==> src/rtl/heap_arbiter_pkg.sv <==
`default_nettype none
// ============================================================================
// Module      : heap_arbiter_pkg
// Description : Shared types and constants for the two-client heap arbiter.
//               Op codes match the allocator's request encoding; UNDEF is
//               the allocator's reserved null word.
// Contents    : DATA_SZ, UNDEF, op_e, inflight_t, is_fusable(), rsp_value()
// Revision    : 1.0 - initial release
// ============================================================================
package heap_arbiter_pkg;

   localparam int                 DATA_SZ = 16;
   localparam logic [DATA_SZ-1:0] UNDEF   = 16'h0000;

   typedef enum logic [1:0] {
      OP_ALLOC = 2'd0,
      OP_FREE  = 2'd1,
      OP_READ  = 2'd2,
      OP_WRITE = 2'd3
   } op_e;

   // One entry per issue: which clients were granted and what each asked for.
   typedef struct packed {
      logic            valid;
      logic [1:0]      mask;
      logic [1:0][1:0] op;
   } inflight_t;

   // An ALLOC on one side and a FREE on the other map onto the allocator's
   // combined alloc+free pattern.
   function automatic logic is_fusable(input op_e a, input op_e b);
      return ((a == OP_ALLOC) && (b == OP_FREE)) ||
             ((a == OP_FREE)  && (b == OP_ALLOC));
   endfunction

   // Word returned to the requester for a completed op.
   function automatic logic [DATA_SZ-1:0] rsp_value(
      input op_e                op,
      input logic [DATA_SZ-1:0] alloc_addr,
      input logic [DATA_SZ-1:0] rdata
   );
      logic [DATA_SZ-1:0] v;
      case (op)
         OP_ALLOC: v = alloc_addr;
         OP_READ:  v = rdata;
         default:  v = UNDEF;
      endcase
      return v;
   endfunction

endpackage
`default_nettype wire

==> src/rtl/heap_arbiter_if.sv <==
`default_nettype none
// ============================================================================
// Module      : heap_arbiter_if
// Description : Bundle of the two request/response channels and the
//               allocator-side strobes/operands of heap_arbiter.
// Modports    : slave  - the arbiter (takes requests, drives allocator)
//               master - the environment (requesters + allocator)
// Revision    : 1.0 - initial release
// ============================================================================
interface heap_arbiter_if;
   import heap_arbiter_pkg::*;

   // client 0
   logic               i_req0_valid;
   logic               o_req0_ready;
   logic [1:0]         i_req0_op;
   logic [DATA_SZ-1:0] i_req0_addr;
   logic [DATA_SZ-1:0] i_req0_data;
   logic               o_rsp0_valid;
   logic               i_rsp0_ready;
   logic [DATA_SZ-1:0] o_rsp0_data;
   logic               o_rsp0_err;
   // client 1
   logic               i_req1_valid;
   logic               o_req1_ready;
   logic [1:0]         i_req1_op;
   logic [DATA_SZ-1:0] i_req1_addr;
   logic [DATA_SZ-1:0] i_req1_data;
   logic               o_rsp1_valid;
   logic               i_rsp1_ready;
   logic [DATA_SZ-1:0] o_rsp1_data;
   logic               o_rsp1_err;
   // allocator side
   logic               o_alloc;
   logic               o_free;
   logic               o_rd;
   logic               o_wr;
   logic [DATA_SZ-1:0] o_data;
   logic [DATA_SZ-1:0] o_faddr;
   logic [DATA_SZ-1:0] o_waddr;
   logic [DATA_SZ-1:0] o_wdata;
   logic [DATA_SZ-1:0] o_raddr;
   logic [DATA_SZ-1:0] i_addr;
   logic [DATA_SZ-1:0] i_rdata;
   logic               i_err;
   logic               o_halt;

   modport slave (
      input  i_req0_valid, i_req0_op, i_req0_addr, i_req0_data, i_rsp0_ready,
      input  i_req1_valid, i_req1_op, i_req1_addr, i_req1_data, i_rsp1_ready,
      input  i_addr, i_rdata, i_err,
      output o_req0_ready, o_rsp0_valid, o_rsp0_data, o_rsp0_err,
      output o_req1_ready, o_rsp1_valid, o_rsp1_data, o_rsp1_err,
      output o_alloc, o_free, o_rd, o_wr,
      output o_data, o_faddr, o_waddr, o_wdata, o_raddr, o_halt
   );

   modport master (
      output i_req0_valid, i_req0_op, i_req0_addr, i_req0_data, i_rsp0_ready,
      output i_req1_valid, i_req1_op, i_req1_addr, i_req1_data, i_rsp1_ready,
      output i_addr, i_rdata, i_err,
      input  o_req0_ready, o_rsp0_valid, o_rsp0_data, o_rsp0_err,
      input  o_req1_ready, o_rsp1_valid, o_rsp1_data, o_rsp1_err,
      input  o_alloc, o_free, o_rd, o_wr,
      input  o_data, o_faddr, o_waddr, o_wdata, o_raddr, o_halt
   );

endinterface
`default_nettype wire

==> src/rtl/heap_arbiter_rsp_slot.sv <==
`default_nettype none
// ============================================================================
// Module      : heap_arbiter_rsp_slot
// Description : Single-entry held response register for one requester.
//               Loaded the cycle after issue, held until the requester takes
//               it. o_avail tells the grant logic the slot is empty or is
//               being drained this cycle.
// Ports       : i_clk, i_rst          clock / sync active-high reset
//               i_load, i_load_data,  capture of the allocator result
//               i_load_err
//               i_rsp_ready           requester takes the response
//               o_valid/o_data/o_err  held response
//               o_avail               slot can accept a new result
// Revision    : 1.0 - initial release
// ============================================================================
module heap_arbiter_rsp_slot
   import heap_arbiter_pkg::*;
(
   input  logic               i_clk,
   input  logic               i_rst,
   input  logic               i_load,
   input  logic [DATA_SZ-1:0] i_load_data,
   input  logic               i_load_err,
   input  logic               i_rsp_ready,
   output logic               o_valid,
   output logic [DATA_SZ-1:0] o_data,
   output logic               o_err,
   output logic               o_avail
);

   logic               r_valid;
   logic [DATA_SZ-1:0] r_data;
   logic               r_err;

   // Load and drain never coincide: a client is only granted when its slot
   // is free or draining, so by capture time the slot is already empty.
   always_ff @(posedge i_clk) begin
      if (i_rst) begin
         r_valid <= 1'b0;
         r_data  <= UNDEF;
         r_err   <= 1'b0;
      end else if (i_load) begin
         r_valid <= 1'b1;
         r_data  <= i_load_data;
         r_err   <= i_load_err;
      end else if (r_valid && i_rsp_ready) begin
         r_valid <= 1'b0;
         r_data  <= UNDEF;
         r_err   <= 1'b0;
      end
   end

   assign o_valid = r_valid;
   assign o_data  = r_data;
   assign o_err   = r_err;
   assign o_avail = !r_valid || i_rsp_ready;

endmodule
`default_nettype wire

==> src/rtl/heap_arbiter.sv <==
`default_nettype none
// ============================================================================
// Module      : heap_arbiter
// Description : Two-client arbiter in front of the linked-memory allocator.
//               Grants at most one legal strobe pattern per cycle, fuses an
//               ALLOC/FREE pair into the allocator's pass-thru pattern,
//               returns results through per-client held slots and latches an
//               allocator error into a sticky halt.
// Ports       : i_clk  clock
//               i_rst  synchronous active-high reset
//               bus    heap_arbiter_if.slave: request/response channels for
//                      clients 0/1, allocator strobes/operands/results,
//                      o_halt
// Revision    : 1.0 - initial release
// ============================================================================
module heap_arbiter
   import heap_arbiter_pkg::*;
(
   input  logic          i_clk,
   input  logic          i_rst,
   heap_arbiter_if.slave bus
);

   // ---------------------------------------------------------------------
   // Per-client views of the interface
   // ---------------------------------------------------------------------
   logic [1:0]         w_req_valid;
   op_e                w_op        [2];
   logic [DATA_SZ-1:0] w_req_addr  [2];
   logic [DATA_SZ-1:0] w_req_data  [2];
   logic [1:0]         w_rsp_ready;

   assign w_req_valid   = {bus.i_req1_valid, bus.i_req0_valid};
   assign w_op[0]       = op_e'(bus.i_req0_op);
   assign w_op[1]       = op_e'(bus.i_req1_op);
   assign w_req_addr[0] = bus.i_req0_addr;
   assign w_req_addr[1] = bus.i_req1_addr;
   assign w_req_data[0] = bus.i_req0_data;
   assign w_req_data[1] = bus.i_req1_data;
   assign w_rsp_ready   = {bus.i_rsp1_ready, bus.i_rsp0_ready};

   // ---------------------------------------------------------------------
   // State
   // ---------------------------------------------------------------------
   inflight_t r_inflight;
   logic      r_rr;      // client favoured when both contend
   logic      r_halt;

   // ---------------------------------------------------------------------
   // Response slots
   // ---------------------------------------------------------------------
   logic [1:0]         w_load;
   logic [DATA_SZ-1:0] w_load_data  [2];
   logic [1:0]         w_slot_valid;
   logic [1:0]         w_slot_err;
   logic [1:0]         w_slot_avail;
   logic [DATA_SZ-1:0] w_slot_data  [2];

   // The allocator answers one cycle after issue, so whatever sits in the
   // in-flight register is exactly what the current i_addr/i_rdata/i_err
   // belong to. In a fused issue i_addr carries the freed address, which
   // is what the ALLOC side gets back.
   always_comb begin
      w_load         = '0;
      w_load_data[0] = UNDEF;
      w_load_data[1] = UNDEF;
      for (int n = 0; n < 2; n++) begin
         w_load[n]      = r_inflight.valid && r_inflight.mask[n];
         w_load_data[n] = rsp_value(op_e'(r_inflight.op[n]), bus.i_addr, bus.i_rdata);
      end
   end

   for (genvar g = 0; g < 2; g++) begin : g_slot
      heap_arbiter_rsp_slot u_slot (
         .i_clk       (i_clk),
         .i_rst       (i_rst),
         .i_load      (w_load[g]),
         .i_load_data (w_load_data[g]),
         .i_load_err  (bus.i_err),
         .i_rsp_ready (w_rsp_ready[g]),
         .o_valid     (w_slot_valid[g]),
         .o_data      (w_slot_data[g]),
         .o_err       (w_slot_err[g]),
         .o_avail     (w_slot_avail[g])
      );
   end

   // ---------------------------------------------------------------------
   // Eligibility, fusion and grant
   // ---------------------------------------------------------------------
   logic [1:0] w_elig;
   logic       w_fuse;
   logic [1:0] w_grant;

   always_comb begin
      w_elig = '0;
      for (int n = 0; n < 2; n++) begin
         w_elig[n] = w_req_valid[n] &&
                     !(r_inflight.valid && r_inflight.mask[n]) &&
                     w_slot_avail[n] && !r_halt && !i_rst;
      end
      w_fuse = (&w_elig) && is_fusable(w_op[0], w_op[1]);
      if (w_fuse)
         w_grant = 2'b11;
      else if (&w_elig)
         w_grant = r_rr ? 2'b10 : 2'b01;
      else
         w_grant = w_elig;
   end

   // ---------------------------------------------------------------------
   // Allocator strobes and operands; unused operands held at zero
   // ---------------------------------------------------------------------
   logic               w_alloc, w_free, w_rd, w_wr;
   logic [DATA_SZ-1:0] w_data, w_faddr, w_waddr, w_wdata, w_raddr;

   always_comb begin
      w_alloc = 1'b0;
      w_free  = 1'b0;
      w_rd    = 1'b0;
      w_wr    = 1'b0;
      w_data  = UNDEF;
      w_faddr = UNDEF;
      w_waddr = UNDEF;
      w_wdata = UNDEF;
      w_raddr = UNDEF;
      // Two grants only happen for an ALLOC/FREE pair, so the two clients
      // never write the same operand.
      for (int n = 0; n < 2; n++) begin
         if (w_grant[n]) begin
            case (w_op[n])
               OP_ALLOC: begin
                  w_alloc = 1'b1;
                  w_data  = w_req_data[n];
               end
               OP_FREE: begin
                  w_free  = 1'b1;
                  w_faddr = w_req_addr[n];
               end
               OP_READ: begin
                  w_rd    = 1'b1;
                  w_raddr = w_req_addr[n];
               end
               default: begin
                  w_wr    = 1'b1;
                  w_waddr = w_req_addr[n];
                  w_wdata = w_req_data[n];
               end
            endcase
         end
      end
   end

   // ---------------------------------------------------------------------
   // In-flight register, round-robin pointer, halt
   // ---------------------------------------------------------------------
   always_ff @(posedge i_clk) begin
      if (i_rst) begin
         r_inflight <= '0;
         r_rr       <= 1'b0;
         r_halt     <= 1'b0;
      end else begin
         if (|w_grant) begin
            r_inflight.valid <= 1'b1;
            r_inflight.mask  <= w_grant;
            r_inflight.op[0] <= w_op[0];
            r_inflight.op[1] <= w_op[1];
         end else begin
            r_inflight <= '0;
         end

         // A fused grant leaves the pointer alone; a single grant hands
         // priority to the other client.
         if (w_grant == 2'b01)
            r_rr <= 1'b1;
         else if (w_grant == 2'b10)
            r_rr <= 1'b0;

         if (r_inflight.valid && bus.i_err)
            r_halt <= 1'b1;
      end
   end

   // ---------------------------------------------------------------------
   // Outputs
   // ---------------------------------------------------------------------
   assign bus.o_req0_ready = w_grant[0];
   assign bus.o_req1_ready = w_grant[1];

   assign bus.o_rsp0_valid = w_slot_valid[0];
   assign bus.o_rsp0_data  = w_slot_data[0];
   assign bus.o_rsp0_err   = w_slot_err[0];
   assign bus.o_rsp1_valid = w_slot_valid[1];
   assign bus.o_rsp1_data  = w_slot_data[1];
   assign bus.o_rsp1_err   = w_slot_err[1];

   assign bus.o_alloc = w_alloc;
   assign bus.o_free  = w_free;
   assign bus.o_rd    = w_rd;
   assign bus.o_wr    = w_wr;
   assign bus.o_data  = w_data;
   assign bus.o_faddr = w_faddr;
   assign bus.o_waddr = w_waddr;
   assign bus.o_wdata = w_wdata;
   assign bus.o_raddr = w_raddr;
   assign bus.o_halt  = r_halt;

endmodule
`default_nettype wire
==> src/flat_wrapper.sv <==
// flat-port wrapper written by rule: the top's interface ports become plain ports
module heap_arbiter_flat import heap_arbiter_pkg::*;
  (i_clk, i_rst, bus_i_req0_valid, bus_i_req0_op, bus_i_req0_addr, bus_i_req0_data, bus_i_rsp0_ready, bus_i_req1_valid, bus_i_req1_op, bus_i_req1_addr, bus_i_req1_data, bus_i_rsp1_ready, bus_i_addr, bus_i_rdata, bus_i_err, bus_o_req0_ready, bus_o_rsp0_valid, bus_o_rsp0_data, bus_o_rsp0_err, bus_o_req1_ready, bus_o_rsp1_valid, bus_o_rsp1_data, bus_o_rsp1_err, bus_o_alloc, bus_o_free, bus_o_rd, bus_o_wr, bus_o_data, bus_o_faddr, bus_o_waddr, bus_o_wdata, bus_o_raddr, bus_o_halt);
  heap_arbiter_if bus_i ();
  input  logic i_clk;
  input  logic i_rst;
  input wire logic [$bits(bus_i.i_req0_valid)-1:0] bus_i_req0_valid;
  input wire logic [$bits(bus_i.i_req0_op)-1:0] bus_i_req0_op;
  input wire logic [$bits(bus_i.i_req0_addr)-1:0] bus_i_req0_addr;
  input wire logic [$bits(bus_i.i_req0_data)-1:0] bus_i_req0_data;
  input wire logic [$bits(bus_i.i_rsp0_ready)-1:0] bus_i_rsp0_ready;
  input wire logic [$bits(bus_i.i_req1_valid)-1:0] bus_i_req1_valid;
  input wire logic [$bits(bus_i.i_req1_op)-1:0] bus_i_req1_op;
  input wire logic [$bits(bus_i.i_req1_addr)-1:0] bus_i_req1_addr;
  input wire logic [$bits(bus_i.i_req1_data)-1:0] bus_i_req1_data;
  input wire logic [$bits(bus_i.i_rsp1_ready)-1:0] bus_i_rsp1_ready;
  input wire logic [$bits(bus_i.i_addr)-1:0] bus_i_addr;
  input wire logic [$bits(bus_i.i_rdata)-1:0] bus_i_rdata;
  input wire logic [$bits(bus_i.i_err)-1:0] bus_i_err;
  output wire logic [$bits(bus_i.o_req0_ready)-1:0] bus_o_req0_ready;
  output wire logic [$bits(bus_i.o_rsp0_valid)-1:0] bus_o_rsp0_valid;
  output wire logic [$bits(bus_i.o_rsp0_data)-1:0] bus_o_rsp0_data;
  output wire logic [$bits(bus_i.o_rsp0_err)-1:0] bus_o_rsp0_err;
  output wire logic [$bits(bus_i.o_req1_ready)-1:0] bus_o_req1_ready;
  output wire logic [$bits(bus_i.o_rsp1_valid)-1:0] bus_o_rsp1_valid;
  output wire logic [$bits(bus_i.o_rsp1_data)-1:0] bus_o_rsp1_data;
  output wire logic [$bits(bus_i.o_rsp1_err)-1:0] bus_o_rsp1_err;
  output wire logic [$bits(bus_i.o_alloc)-1:0] bus_o_alloc;
  output wire logic [$bits(bus_i.o_free)-1:0] bus_o_free;
  output wire logic [$bits(bus_i.o_rd)-1:0] bus_o_rd;
  output wire logic [$bits(bus_i.o_wr)-1:0] bus_o_wr;
  output wire logic [$bits(bus_i.o_data)-1:0] bus_o_data;
  output wire logic [$bits(bus_i.o_faddr)-1:0] bus_o_faddr;
  output wire logic [$bits(bus_i.o_waddr)-1:0] bus_o_waddr;
  output wire logic [$bits(bus_i.o_wdata)-1:0] bus_o_wdata;
  output wire logic [$bits(bus_i.o_raddr)-1:0] bus_o_raddr;
  output wire logic [$bits(bus_i.o_halt)-1:0] bus_o_halt;
  assign bus_i.i_req0_valid = bus_i_req0_valid;
  assign bus_i.i_req0_op = bus_i_req0_op;
  assign bus_i.i_req0_addr = bus_i_req0_addr;
  assign bus_i.i_req0_data = bus_i_req0_data;
  assign bus_i.i_rsp0_ready = bus_i_rsp0_ready;
  assign bus_i.i_req1_valid = bus_i_req1_valid;
  assign bus_i.i_req1_op = bus_i_req1_op;
  assign bus_i.i_req1_addr = bus_i_req1_addr;
  assign bus_i.i_req1_data = bus_i_req1_data;
  assign bus_i.i_rsp1_ready = bus_i_rsp1_ready;
  assign bus_i.i_addr = bus_i_addr;
  assign bus_i.i_rdata = bus_i_rdata;
  assign bus_i.i_err = bus_i_err;
  assign bus_o_req0_ready = bus_i.o_req0_ready;
  assign bus_o_rsp0_valid = bus_i.o_rsp0_valid;
  assign bus_o_rsp0_data = bus_i.o_rsp0_data;
  assign bus_o_rsp0_err = bus_i.o_rsp0_err;
  assign bus_o_req1_ready = bus_i.o_req1_ready;
  assign bus_o_rsp1_valid = bus_i.o_rsp1_valid;
  assign bus_o_rsp1_data = bus_i.o_rsp1_data;
  assign bus_o_rsp1_err = bus_i.o_rsp1_err;
  assign bus_o_alloc = bus_i.o_alloc;
  assign bus_o_free = bus_i.o_free;
  assign bus_o_rd = bus_i.o_rd;
  assign bus_o_wr = bus_i.o_wr;
  assign bus_o_data = bus_i.o_data;
  assign bus_o_faddr = bus_i.o_faddr;
  assign bus_o_waddr = bus_i.o_waddr;
  assign bus_o_wdata = bus_i.o_wdata;
  assign bus_o_raddr = bus_i.o_raddr;
  assign bus_o_halt = bus_i.o_halt;
  heap_arbiter u_core (.i_clk(i_clk), .i_rst(i_rst), .bus(bus_i));
endmodule
==> config.mk <==
export PLATFORM = sky130hd
export DESIGN_NAME = heap_arbiter_flat
export DESIGN_NICKNAME = d
export VERILOG_FILES = /design/src/rtl/heap_arbiter_pkg.sv /design/src/rtl/heap_arbiter_if.sv /design/src/rtl/heap_arbiter_rsp_slot.sv /design/src/rtl/heap_arbiter.sv /design/src/flat_wrapper.sv
export SDC_FILE = /design/constraint.sdc
export NUM_CORES = 1
export LEC_CHECK = 0
export CORE_ASPECT_RATIO = 0.9
export CORE_MARGIN = 3
export CORE_UTILIZATION = 35
export CTS_BUF_LIST = sky130_fd_sc_hd__clkbuf_2
export CTS_CLUSTER_DIAMETER = 100
export DETAILED_ROUTE_END_ITERATION = 8
export GPL_TIMING_DRIVEN = 0
export PLACE_DENSITY_LB_ADDON = 0.12
export SLEW_MARGIN = 20
export SYNTH_ARGS = -nofsm -noshare
export SYNTH_HDL_FRONTEND = slang
export SYNTH_SLANG_ARGS = --single-unit
==> constraint.sdc <==
create_clock -name i_clk -period 3.4 [get_ports i_clk]
set_clock_uncertainty 0.05 [all_clocks]
set_input_delay 0.68 -clock i_clk [delete_from_list [all_inputs] [get_ports i_clk]]
set_output_delay 0.68 -clock i_clk [all_outputs]
set_load 0.01 [all_outputs]
==> flow_summary.json <==
{
  "cts.reportedPaths.clkPinSlew_ns": 0.24,
  "cts_sinks": 45,
  "die_x_um": 104.2,
  "synth_flop_cell": "dfxtp_1",
  "synth-edff-count": 0,
  "dpl.hpwl_um": 10350,
  "crit_arrival_ns": 2.74,
  "dieHeight_um": 94.39,
  "finalHoldViolCount": 0,
  "wl_per_cell_um": 19.14,
  "final.min_clock_period_ns": 3.473,
  "cts_tree": "built",
  "overflow": 0,
  "syn_nets": 449,
  "clk_path_buf_depth": 2,
  "ys_warn_count": 0,
  "syn_avg_cell_area_um2": 8.935,
  "ys_seq_area_share_pct": 29.65,
  "port_buffers": 228,
  "core_area_mm2": 0.008262,
  "max_freq_ghz": 0.2879,
  "holdPathEnd": "u_core.g_slot[1].u_slot.o_data[13]",
  "period_share_pct": 102.1,
  "hold_start": "u_core.g_slot[1].u_slot.o_data[13]",
  "ctsHoldBuffers": 0,
  "setup_ws_ns": -0.07300,
  "synth.area.top_cells": "dfxtp_1, a22o_1, mux2i_1",
  "synth.most_common_cell": "a22o_1",
  "synthDistinctLibCells": 32,
  "ys_ff_latch": 45,
  "first_pass_iters": 4,
  "reg2regPathDepth": 8,
  "viasPerCell": 5.326,
  "rr_endpoint": "u_core.r_inflight[5]",
  "drt_iter0_markers": 256,
  "syn_inst": 340,
  "start_kind": "primary input",
  "slew_headroom_pct": 49.51,
  "drive_gt1_share_pct": 17.29,
  "drc": 0,
  "hold_path_class": "flip-flop to flip-flop",
  "crit_path_cell_trace": "clkdlybuf4s15_2 -> xor2_4 -> a21oi_4 -> a2111oi_4 -> buf_4 -> buf_6 -> buf_6 -> buf_4 -> buf_4 -> a22o_1 -> buf_2",
  "holdPathStages": 2,
  "synth_common_cells": "a22o_1, nor2_1, dfxtp_1",
  "gp_congestion": 0.8016,
  "critPathKind": "primary input to primary output",
  "diodes": 0,
  "worst_pin_slew_ns": 0.7574,
  "antenna_found_initial": 0,
  "grt_pass1_wl_um": 20670,
  "cp_slowest_cell": "a2111oi_4",
  "worstPathMaxFanout": 5,
  "r2r_start": "u_core.bus.o_halt",
  "ir_worst_vdd_uv": 130.0,
  "setup_tns_ns": -0.07300,
  "h-tree-depth": 2,
  "outcome": "finished, violations left",
  "rrSetupSlack_ns": 1.31,
  "synth_top_area_cell": "dfxtp_1",
  "postPlaceCellArea_mm2": 0.005464,
  "final_area_mm2": 0.005884,
  "netlist.area_leader.share_pct": 29.65,
  "rsz0062_at_grt": "yes",
  "p_per_area_mw_per_mm2": 204.4,
  "cp_common_cell": "buf_4",
  "start_util_pct": 36.77,
  "finalNetCount": 721,
  "cp-end-kind": "primary output",
  "required_ns": 2.67,
  "cts_root_buf": "clkbuf_2",
  "rows": 31,
  "cpPeakStageDelay_ns": 0.42,
  "ant_nets": 0,
  "clk_latency_ns": 0.45,
  "ios": 230,
  "async_flop_share_pct": 0,
  "slew_viol_final": 0,
  "grt_max_degree": 16,
  "grt_use_total_pct": 25.98,
  "area_growth_pct": 93.70,
  "die_area_mm2": 0.009835,
  "netlist_area_mm2": 0.003038,
  "route.vias.total": 3877,
  "wl_um": 13940,
  "cts-buffers-inserted": 5,
  "grt_pass1_vias": 3888,
  "power_leakage_uw": 0.002641,
  "violations": "negative setup slack",
  "setup_viol": 1,
  "max_cap_violations": 0
}
==> cell type report <==
cell class | count | area [um^2]
Timing Repair Buffer | 266 | 2521
Buffer | 27 | 222.7
Multi-Input combinational cell | 263 | 2031
Clock inverter | 3 | 21.27
Clock buffer | 5 | 25.02
Inverter | 4 | 15.01
Fill cell | 679 | 2377
Sequential cell | 45 | 904.6
Tap cell | 115 | 143.9
==> registers in the layout, summed over array words and instances, names as in the netlist <==
signal / flops
u_core.g_slot.u_slot.o_data: 32
u_core.g_slot.u_slot.o_valid: 2
u_core.bus.o_halt: 1
u_core.r_rr: 1
u_core.g_slot.u_slot.o_err: 2
u_core.r_inflight: 7
==> cell usage in the layout, fill, tap and decap left out, drive strengths merged, types with 5 or more instances in the layout <==
cell	netlist	final
clkdlybuf4s50	0	136
a22o	80	80
nor2	70	70
buf	17	59
dlygate4sd2	0	54
dfxtp	45	45
a21oi	37	37
mux2i	33	33
clkbuf	11	22
clkdlybuf4s15	0	16
dlymetal6s2s	0	9
inv	4	5
or2	5	5
==> where the power goes <==
group	total (uW)	internal [uW]	switching, uW	leakage [uW]
Sequential	540	536	4.57	0.000364
Combinational	423	237	185	0.00225
Clock	240	51.8	188	0.0000294
Total	1200	825	378	0.00264
==> how the worst max path moves through the flow <==
stage,start,cells past startpoint,to,slack [ns]
after floorplan,i_rst,6,bus_o_data[10],0.46
after global placement,bus_i_req1_op[0],7,bus_o_waddr[14],-0.72
after detailed placement,bus_i_req1_op[0],7,bus_o_waddr[12],-0.76
after CTS,i_rst,8,bus_o_data[9],-0.06
after global routing,bus_i_req1_op[0],11,bus_o_raddr[6],-0.13
final,bus_i_req1_op[0],11,bus_o_raddr[6],-0.07
==> logic make-up (layout without fill, tap and decap cells) <==
kind of cell	after synthesis	count (layout)	synth area share (%)
fa+ha+maj	2	2	0.8236
buf+inv	32	305	6.384
flops	45	45	29.65
mux	33	33	10.87
simple gates	97	97	14.21
compound gates	130	130	37.52
xor+xnor	1	1	0.5356
==> worst max-delay path, delay by kind of cell <==
| family | cells | cell delay [ns] |
|---|---|---|
| buffers and inverters | 7 | 1.06 |
| XOR/XNOR | 1 | 0.25 |
| AO/OA/AOI/OAI | 3 | 0.74 |
==> metrics by stage <==
step / utilization (%) / setup slack [ns] / hold WS, ns / power, uW / std cells
finish: 71.23 / -0.07300 / 0.4756 / 1203 / 728
global route: 71.23 / -0.1332 / 0.5024 / 1254 / 728
CTS: 70.36 / -0.05732 / 0.4767 / 1199 / 724
detailed placement: 66.14 / -0.7649 / 0.4291 / 954.1 / 683
global placement: 66.14 / -0.7228 / 0.4163 / 946.7 / 683
floorplan: - / 0.4637 / 0.4445 / 704.2 / 340
==> per-layer routing <==
layer,track usage (%),wire (um)
met1,32.04,5586
met2,44.97,6951
met3,6.972,1040
met4,7.420,357
met5,0,0
==> what timing repair did <==
action,4_1_cts,5_1_grt
buffers inserted,31,4
gates cloned,3,0
pin swaps,16,5
gates resized for setup,162,31
setup endpoints to repair,86,49
Power figures use the tool's default switching activity.
